**src/rtl/cic_decimator_param_if.sv**
```systemverilog
// Sample/handshake bundle for the parametrised CIC decimator: rate and
// rounding controls, the input sample strobe, and the valid/ready output.
interface cic_decimator_param_if #(
    parameter int IN_W   = 8,
    parameter int OUT_W  = 16,
    parameter int RATE_W = 6
);
    logic        [RATE_W-1:0] cic_rate;
    logic                     cic_round;
    logic                     cic_din_valid;
    logic signed [IN_W-1:0]   cic_din;
    logic                     cic_dout_valid;
    logic                     cic_dout_ready;
    logic signed [OUT_W-1:0]  cic_dout;
    logic                     cic_ovf;

    // Upstream/downstream side: drives samples and controls, consumes output.
    modport master (
        output cic_rate, cic_round, cic_din_valid, cic_din, cic_dout_ready,
        input  cic_dout_valid, cic_dout, cic_ovf
    );

    // Decimator side.
    modport slave (
        input  cic_rate, cic_round, cic_din_valid, cic_din, cic_dout_ready,
        output cic_dout_valid, cic_dout, cic_ovf
    );
endinterface

```
**src/rtl/cic_decimator_param.sv**
```systemverilog
// N-stage CIC decimator, differential delay M, run-time rate 2..R_MAX.
// Integrators run at the input rate, combs are pipelined one stage per
// cycle, and the result lands in a single-entry valid/ready output register
// with a sticky overwrite flag.
module cic_decimator_param #(
    parameter int IN_W  = 8,
    parameter int OUT_W = 16,
    parameter int N     = 3,
    parameter int M     = 2,
    parameter int R_MAX = 32
) (
    input  logic                 cic_clk,
    input  logic                 cic_rst,
    cic_decimator_param_if.slave bus
);
    localparam int RATE_W = $clog2(R_MAX) + 1;
    localparam int ACC_W  = IN_W + N * $clog2(R_MAX * M);
    localparam int SH     = ACC_W - OUT_W;

    // Out-of-range rates are pulled into the supported 2..R_MAX window.
    function automatic logic [RATE_W-1:0] clamp_rate(input logic [RATE_W-1:0] r);
        if (r < RATE_W'(2))
            return RATE_W'(2);
        if (r > RATE_W'(R_MAX))
            return RATE_W'(R_MAX);
        return r;
    endfunction

    // Optional round-half-up, then keep the top OUT_W bits. Only a positive
    // overflow is possible (the bias is positive), so it clips to max.
    function automatic logic signed [OUT_W-1:0] round_sat(
        input logic signed [ACC_W-1:0] x,
        input logic                    rnd
    );
        logic signed [ACC_W:0] bias;
        logic signed [ACC_W:0] s;
        bias         = '0;
        bias[SH-1]   = rnd;
        s            = {x[ACC_W-1], x} + bias;
        if (s[ACC_W] != s[ACC_W-1])
            return {1'b0, {(OUT_W-1){1'b1}}};
        return s[ACC_W-1:SH];
    endfunction

    logic signed [ACC_W-1:0]  din_sx;
    logic signed [ACC_W-1:0]  integ     [N];
    logic signed [ACC_W-1:0]  integ_nxt [N];
    logic        [RATE_W-1:0] phase;
    logic        [RATE_W-1:0] r_act;
    logic                     dec;

    logic signed [ACC_W-1:0]  cap_p0;
    logic                     vld_p0;
    logic signed [ACC_W-1:0]  comb_in   [N];
    logic        [N-1:0]      comb_in_vld;
    logic signed [ACC_W-1:0]  comb_p    [N];
    logic        [N-1:0]      vld_p;
    logic signed [ACC_W-1:0]  dly       [N][M];

    logic signed [OUT_W-1:0]  dout_q;
    logic                     dout_vld;
    logic                     ovf_q;
    logic                     load;
    logic                     xfer;

    assign din_sx = {{(ACC_W-IN_W){bus.cic_din[IN_W-1]}}, bus.cic_din};
    assign dec    = bus.cic_din_valid && (phase == r_act - RATE_W'(1));

    // Integrator chain: each stage adds the freshly updated value of the one before.
    always_comb begin
        integ_nxt[0] = integ[0] + din_sx;
        for (int k = 1; k < N; k++)
            integ_nxt[k] = integ[k] + integ_nxt[k-1];
    end

    // Integrator registers advance only on accepted samples; wrap is intended.
    always_ff @(posedge cic_clk) begin
        if (cic_rst) begin
            for (int k = 0; k < N; k++)
                integ[k] <= '0;
        end else if (bus.cic_din_valid) begin
            for (int k = 0; k < N; k++)
                integ[k] <= integ_nxt[k];
        end
    end

    // Frame counter; the rate is re-read only at a frame boundary.
    always_ff @(posedge cic_clk) begin
        if (cic_rst) begin
            phase <= '0;
            r_act <= clamp_rate(bus.cic_rate);
        end else if (bus.cic_din_valid) begin
            if (dec) begin
                phase <= '0;
                r_act <= clamp_rate(bus.cic_rate);
            end else begin
                phase <= phase + RATE_W'(1);
            end
        end
    end

    // ---- stage p0: capture the last integrator on the decimating sample ----
    always_ff @(posedge cic_clk) begin
        if (cic_rst) begin
            cap_p0 <= '0;
            vld_p0 <= 1'b0;
        end else begin
            vld_p0 <= dec;
            if (dec)
                cap_p0 <= integ_nxt[N-1];
        end
    end

    // Route each comb stage's input from the capture register or the previous comb.
    always_comb begin
        comb_in[0]     = cap_p0;
        comb_in_vld[0] = vld_p0;
        for (int k = 1; k < N; k++) begin
            comb_in[k]     = comb_p[k-1];
            comb_in_vld[k] = vld_p[k-1];
        end
    end

    // ---- stages p1..pN: one registered comb y = x - x[-M] per stage ----
    always_ff @(posedge cic_clk) begin
        if (cic_rst) begin
            vld_p <= '0;
            for (int k = 0; k < N; k++) begin
                comb_p[k] <= '0;
                for (int j = 0; j < M; j++)
                    dly[k][j] <= '0;
            end
        end else begin
            vld_p <= comb_in_vld;
            for (int k = 0; k < N; k++) begin
                if (comb_in_vld[k]) begin
                    comb_p[k] <= comb_in[k] - dly[k][M-1];
                    for (int j = M - 1; j > 0; j--)
                        dly[k][j] <= dly[k][j-1];
                    dly[k][0] <= comb_in[k];
                end
            end
        end
    end

    assign load = vld_p[N-1];
    assign xfer = dout_vld && bus.cic_dout_ready;

    // ---- output stage: single-entry holding register with overwrite flag ----
    always_ff @(posedge cic_clk) begin
        if (cic_rst) begin
            dout_q   <= '0;
            dout_vld <= 1'b0;
            ovf_q    <= 1'b0;
        end else if (load) begin
            dout_q   <= round_sat(comb_p[N-1], bus.cic_round);
            dout_vld <= 1'b1;
            if (dout_vld && !bus.cic_dout_ready)
                ovf_q <= 1'b1;
        end else if (xfer) begin
            dout_vld <= 1'b0;
        end
    end

    assign bus.cic_dout       = dout_q;
    assign bus.cic_dout_valid = dout_vld;
    assign bus.cic_ovf        = ovf_q;
endmodule

```
**src/flat_wrapper.sv**
```systemverilog
// flat-port wrapper written by rule: the top's interface ports become plain ports
module cic_decimator_param_flat 
#(
    parameter int IN_W  = 8,
    parameter int OUT_W = 16,
    parameter int N     = 3,
    parameter int M     = 2,
    parameter int R_MAX = 32
)
  (cic_clk, cic_rst, bus_cic_rate, bus_cic_round, bus_cic_din_valid, bus_cic_din, bus_cic_dout_ready, bus_cic_dout_valid, bus_cic_dout, bus_cic_ovf);
  cic_decimator_param_if #(.IN_W(IN_W), .OUT_W(OUT_W)) bus_i ();
  input  logic cic_clk;
  input  logic cic_rst;
  input wire logic [$bits(bus_i.cic_rate)-1:0] bus_cic_rate;
  input wire logic [$bits(bus_i.cic_round)-1:0] bus_cic_round;
  input wire logic [$bits(bus_i.cic_din_valid)-1:0] bus_cic_din_valid;
  input wire logic [$bits(bus_i.cic_din)-1:0] bus_cic_din;
  input wire logic [$bits(bus_i.cic_dout_ready)-1:0] bus_cic_dout_ready;
  output wire logic [$bits(bus_i.cic_dout_valid)-1:0] bus_cic_dout_valid;
  output wire logic [$bits(bus_i.cic_dout)-1:0] bus_cic_dout;
  output wire logic [$bits(bus_i.cic_ovf)-1:0] bus_cic_ovf;
  assign bus_i.cic_rate = bus_cic_rate;
  assign bus_i.cic_round = bus_cic_round;
  assign bus_i.cic_din_valid = bus_cic_din_valid;
  assign bus_i.cic_din = bus_cic_din;
  assign bus_i.cic_dout_ready = bus_cic_dout_ready;
  assign bus_cic_dout_valid = bus_i.cic_dout_valid;
  assign bus_cic_dout = bus_i.cic_dout;
  assign bus_cic_ovf = bus_i.cic_ovf;
  cic_decimator_param #(.IN_W(IN_W), .OUT_W(OUT_W), .N(N), .M(M), .R_MAX(R_MAX)) u_core (.cic_clk(cic_clk), .cic_rst(cic_rst), .bus(bus_i));
endmodule
```
**config.mk**
```make
export PLATFORM = sky130hd
export DESIGN_NAME = cic_decimator_param_flat
export DESIGN_NICKNAME = d
export VERILOG_FILES = /design/src/rtl/cic_decimator_param_if.sv /design/src/rtl/cic_decimator_param.sv /design/src/flat_wrapper.sv
export SDC_FILE = /design/constraint.sdc
export NUM_CORES = 1
export LEC_CHECK = 0
export ABC_AREA = 1
export CAP_MARGIN = 10
export CORE_MARGIN = 4
export CORE_UTILIZATION = 64
export DETAILED_ROUTE_END_ITERATION = 12
export GPL_TIMING_DRIVEN = 0
export HOLD_SLACK_MARGIN = 0.03
export PLACE_DENSITY = 0.81
export SLEW_MARGIN = 10
export SYNTH_ARGS = -nofsm -noshare
export SYNTH_HDL_FRONTEND = slang
export SYNTH_SLANG_ARGS = --single-unit
```
**constraint.sdc**
```tcl
create_clock -name cic_clk -period 6.1 [get_ports cic_clk]
set_input_delay 0.61 -clock cic_clk [delete_from_list [all_inputs] [get_ports cic_clk]]
set_output_delay 0.61 -clock cic_clk [all_outputs]
set_load 0.03 [all_outputs]
```
Word-level counts from Yosys, hierarchy flattened
Memory sizes are Yosys's and may differ from the RTL's.
Cells that the tools add are included.
Storage, ports and cells
  bits in registers: 60
  bits of input ports: 19
  output and inout port bits: 18
  memories kept: 3
  RAM bits: 312
Cells by class
  reductions and logical operators: 9
  equality and inequality tests: 2
  bitwise gates (word level): 12
  magnitude comparators: 2
  mux-type cells: 55
  add/sub/neg operators: 9
Memories
  u_core.dly: depth 3, bits a word 52, read ports 3, clocked after Yosys merged registers in 0, write ports 3, RTL line cic_decimator_param.sv:58  | logic signed [ACC_W-1:0] dly [N][M];
  u_core.comb_p: depth 3, bits a word 26, read ports 3, clocked after Yosys merged registers in 0, write ports 3, RTL line cic_decimator_param.sv:56  | logic signed [ACC_W-1:0] comb_p [N];
  u_core.integ: depth 3, bits a word 26, read ports 3, clocked after Yosys merged registers in 0, write ports 3, RTL line cic_decimator_param.sv:46  | logic signed [ACC_W-1:0] integ [N];
Operator list (count)
  $mux 26: 12
  $sub 26x26->26: 3
  $mux 6: 10
  $add 26x26->26: 2
  $mux 16: 2
  $mux 1: 31
  $add 26x11->27: 1
  $add 26x8->26: 1
  $or 1x1->1: 12
  $add 6x1->6 const B: 1
  $eq 6x6->1: 1
  $gt 6x6->1 const B: 1
  $lt 6x2->1 const B: 1
  $reduce_bool 2->1: 3
  $sub 6x1->6 const B: 1
  $reduce_and 2->1: 2
  $logic_and 1x1->1: 3
  $logic_not 1->1: 1
  $ne 1x1->1: 1

Depth between registers and ports, before layout
Gate-level depths: netlist of the first run.
  word-level depth: 15
  depth in mapped cells: 31

Least setup slack after synthesis of the first run
Ideal clock, no wire load.
  path type: input to register
  start point: input bus_cic_din[0]
  end point: memory u_core.integ[0][77] in the netlist's numbering, data pin
  required time: 5836 ps
  library setup time: 264 ps
  arrival time: 4628 ps
  path slack: 1208 ps
  stages: 28
  buffers on the path: 0
  path through: ha_1 -> fa_1 -> nand2_2 -> clkinv_2 -> nand2_2 -> nand2_2 -> a21oi_4 -> o21ai_4 -> a21oi_2 -> o21ai_2 -> a21oi_1 -> xor2_1 -> inv_1 -> ha_1 -> nand2_1 -> nor4_2 -> nand2_1 -> o2111ai_1 -> xor2_1 -> inv_1 -> ha_1 -> a21o_1 -> a21oi_1 -> o21bai_1 -> a21oi_1 -> nand2_1 -> nand2_1 -> nor2_2
RTL lines
  start: declaration: RTL line flat_wrapper.sv:17  | input wire logic [$bits(bus_i.cic_din)-1:0] bus_cic_din;
  end: declaration: RTL line cic_decimator_param.sv:46

==> metrics.csv, run 1 <==
stage;metric;value;unit
detailed_routing;Residual DRC;0;
critical_path;Worst EP arrival;5.90;ns
clock_tree;clock sink count;363;
timing;fin crit share;92.0;%
synth;Netlist cell types;63;
cells_and_area;Fillers;2350;
timing;Worst Skew;0.0103;ns
critical_path;critical path launch point type;input pin;
critical_path;critical path type;input pin to register;
detailed_routing;WL final;46300;um
pwr;leakage power total;10.7;nW
floorplanning;Core Area;0.0328;mm2
synth;Post-Synthesis Cells;2424;
placed_design;placed inst area;0.0225;mm2
floorplanning;die footprint;0.0365;mm2
grt;Congestion Overflow GR;0;
timing;worst-margin pin slew;1.14;ns
floorplanning;Die Wd;191;um
critical_path;worst-path fanout max;5;
synth;post-synthesis average cell area;8.84;um2
clock_tree;htree depth;2;
clock_tree;Setup Buffers After CTS;0;
timing;# setup viols final;0;
placed_design;Final HPWL DP;35200;um
timing;f_max;0.178;GHz
clock_tree;TritonCTS clock tree;built;
detailed_routing;Initial DRT Pass Iterations;5;
grt;largest net degree at the start of global routing;56;
detailed_routing;Routed WL per cell;15.5;um
placed_design;Port Buffer Count;36;
outcome;status;complete, no violations;
timing;min Tclk post-route;5.61;ns
synth;mapped cell area;0.0214;mm2
synth;Most used DFF post-synth;edfxtp_1;
placed_design;Placed Cells;2906;
run;Max Cap Viol;0;
pwr;peak supply drop;0.397;mV
synth;Syn Nets;2604;
floorplanning;Starting Density;65.4;%
timing;Max Transition Viols Final;0;
detailed_routing;Vias/cell;5.53;
clock_tree;Clock Pin Slew Worst Setup and Hold Paths;0.06;ns
clock_tree;clk root buf;clkbuf_16;
worst_hold_path;worst hold path type;register to register;
floorplanning;# rows;66;
synth;Synth Register Bits;363;
critical_path;critical path capture point type;register;
cells_and_area;area delta synth->final;10.8;%
synth;Post-synth ARST share;0;%
grt;via count of the first global-routing pass;16700;
clock_tree;Clock Path Buffers;3;
grt;GR Util All Layers;25.7;%
floorplanning;boundary pin count;37;
cells_and_area;Final Instance Area;0.0237;mm2
clock_tree;CTS Hold Bufs;0;
critical_path;Critical Path RT;6.39;ns
clock_tree;worst-skew pair later-pin latency;0.54;ns
detailed_routing;Via Count;16500;
synth;Seq/Total Area, Yosys;48.4;%
synth;Synth Warn #;0;
clock_tree;number of CTS-inserted buffers;39;
timing;Fin. Hold Viols;0;
timing;unrepaired setup endpoints after global routing;no;
cells_and_area;Final Util;72.4;%
synth;Post-synth EDFFs;309;
cells_and_area;# diodes;0;
floorplanning;Die Ht;191;um
detailed_routing;Initial DRC Count;961;
pwr;Power Density;385;mW/mm2
grt;first-pass GRT wire length;76700;um
timing;Worst slew margin;24.0;%
placed_design;final RePlAce weighted congestion;0.932;
grt;initial antenna violation count;0;
timing;hold_ws;0.488;ns
cells_and_area;Non-Filler Instances;2976;
cells_and_area;fin nets;2685;
detailed_routing;Final ANT Viol Nets;0;
cells_and_area;share of post-route cells with drive strength above 1;6.95;%
## per-layer routing
layer	global-route usage (%)	part of all wire (%)
met1	27.2	38
met2	49.7	53
met3	3.20	3.8
met4	12.9	5.1
met5	0	0
## critical path, cell delays in order
cell and delay, ns:
clkdlybuf4s50_1 0.42, ha_1 0.27, fa_1 0.41, nand2_2 0.09, clkinv_2 0.07, nand2_2 0.06, nand2_2 0.07, a21oi_4 0.23
o21ai_4 0.10, xor2_1 0.34, ha_1 0.38, a21oi_1 0.18, o21ai_1 0.08, a21oi_1 0.15, nand2_2 0.14, a21oi_1 0.18
xor2_1 0.33, inv_1 0.09, ha_1 0.38, nand2_1 0.07, inv_1 0.11, nand3_1 0.11, nor3_1 0.23, nand3_1 0.12
nand3_1 0.19, a31oi_1 0.13, xor2_1 0.18, and2_1 0.15
## flip-flops by register name, summed over array words and instances, names as in the netlist
signal / flops
u_core.cap_p0: 26
u_core.phase: 6
u_core.r_act: 6
u_core.integ: 78
u_core.bus.cic_dout: 16
u_core.comb_p: 69
u_core.dly: 156
u_core.bus.cic_dout_valid: 1
u_core.vld_p: 3
u_core.bus.cic_ovf: 1
u_core.vld_p0: 1
## final timing paths
kind | start | slack (ns) | endpoint | depth (start not counted)
worst max-delay path | bus_cic_din[0] | 0.49 | u_core.integ[0][75]$_SDFFCE_PN0P_ | 28
worst max register to register | u_core.integ[0][0]$_SDFFCE_PN0P_ | 0.65 | u_core.integ[0][75]$_SDFFCE_PN0P_ | 27
worst min-delay path | u_core.bus.cic_dout[6]$_SDFFE_PP0P_ | 0.49 | u_core.bus.cic_dout[6]$_SDFFE_PP0P_ | 2
worst min register to register | u_core.bus.cic_dout[6]$_SDFFE_PP0P_ | 0.49 | u_core.bus.cic_dout[6]$_SDFFE_PP0P_ | 2
## power by group
part | internal [mW] | switching [mW] | leakage (nW)
combinational | 1.29 | 2.43 | 6.41
clock | 1.42 | 0.966 | 0.625
sequential | 2.95 | 0.0892 | 3.68
## per-stage QoR
stage	TNS [ns]	worst slack, ns	power, mW
final	0	0.490	9.15
after global routing	0	0.0609	9.73
after CTS	0	0.164	9.12
after detailed placement	-1.05	-0.354	6.69
after global placement	-0.726	-0.293	6.58
after floorplan	0	1.21	5.87
## layout by cell type (no fill, tap or decap), types with 17 or more instances in the layout
cell             count
ha_1               156
xnor2_1             32
a21oi_1            215
dfxtp_1             54
inv_1              448
inv_2               17
a21o_1              24
clkdlybuf4s50_1     35
clkbuf_16           43
nand3_1             62
o21ai_0            114
nand2_2             17
nand2_1            307
nor2_1             349
xor2_1              48
o22ai_1             21
nor3_1              25
clkbuf_1            40
edfxtp_1           309
## synth_stat cells, types with 17 or more instances
cell type,instances,area [um2]
a21o_1,24,180
a21oi_1,215,1080
clkbuf_1,31,116
dfxtp_1,54,1080
edfxtp_1,309,9280
ha_1,156,1950
inv_1,448,1680
inv_2,17,63.8
nand2_1,311,1170
nand3_1,62,310
nor2_1,349,1310
nor3_1,25,125
o21ai_0,114,571
o22ai_1,21,131
xnor2_1,32,280
xor2_1,48,420
## cell type report
cell class / instances / area [um2] / share of cell area (%)
timing repair buffer: 40 / 458 / 1.93
buffer: 40 / 168 / 0.706
sequential: 363 / 10400 / 43.6
inverter: 470 / 1770 / 7.43
clock inverter: 17 / 168 / 0.706
tap: 442 / 553 / 2.33
clock buffer: 53 / 1120 / 4.73
multi-input combinational: 1551 / 9150 / 38.5
## kinds of logic (layout without fill, tap and decap cells)
| group | after synthesis | in the layout | share of synthesized area (%) |
|---|---|---|---|
| xor gates and xnor gates | 81 | 81 | 3.35 |
| AOI/OAI and AO/OA | 489 | 489 | 13.7 |
| buffers and inverters | 510 | 620 | 9.02 |
| and+or+nand+nor | 820 | 820 | 16.0 |
| DFF | 363 | 363 | 48.4 |
| adders and majority gates | 161 | 161 | 9.58 |
## repair_timing
action                                  in CTS  in global routing
hold endpoints to repair                     0                  0
resized for setup                            0                  1
endpoints found under the setup margin       0                  6
(Power assumes the default switching activity.)
==> run 2, diff against run 1 <==
CAP_MARGIN = not set   (was 10)
==> results of run 2 <==
Final layout, timing and power as in run 1 (identical DEF).
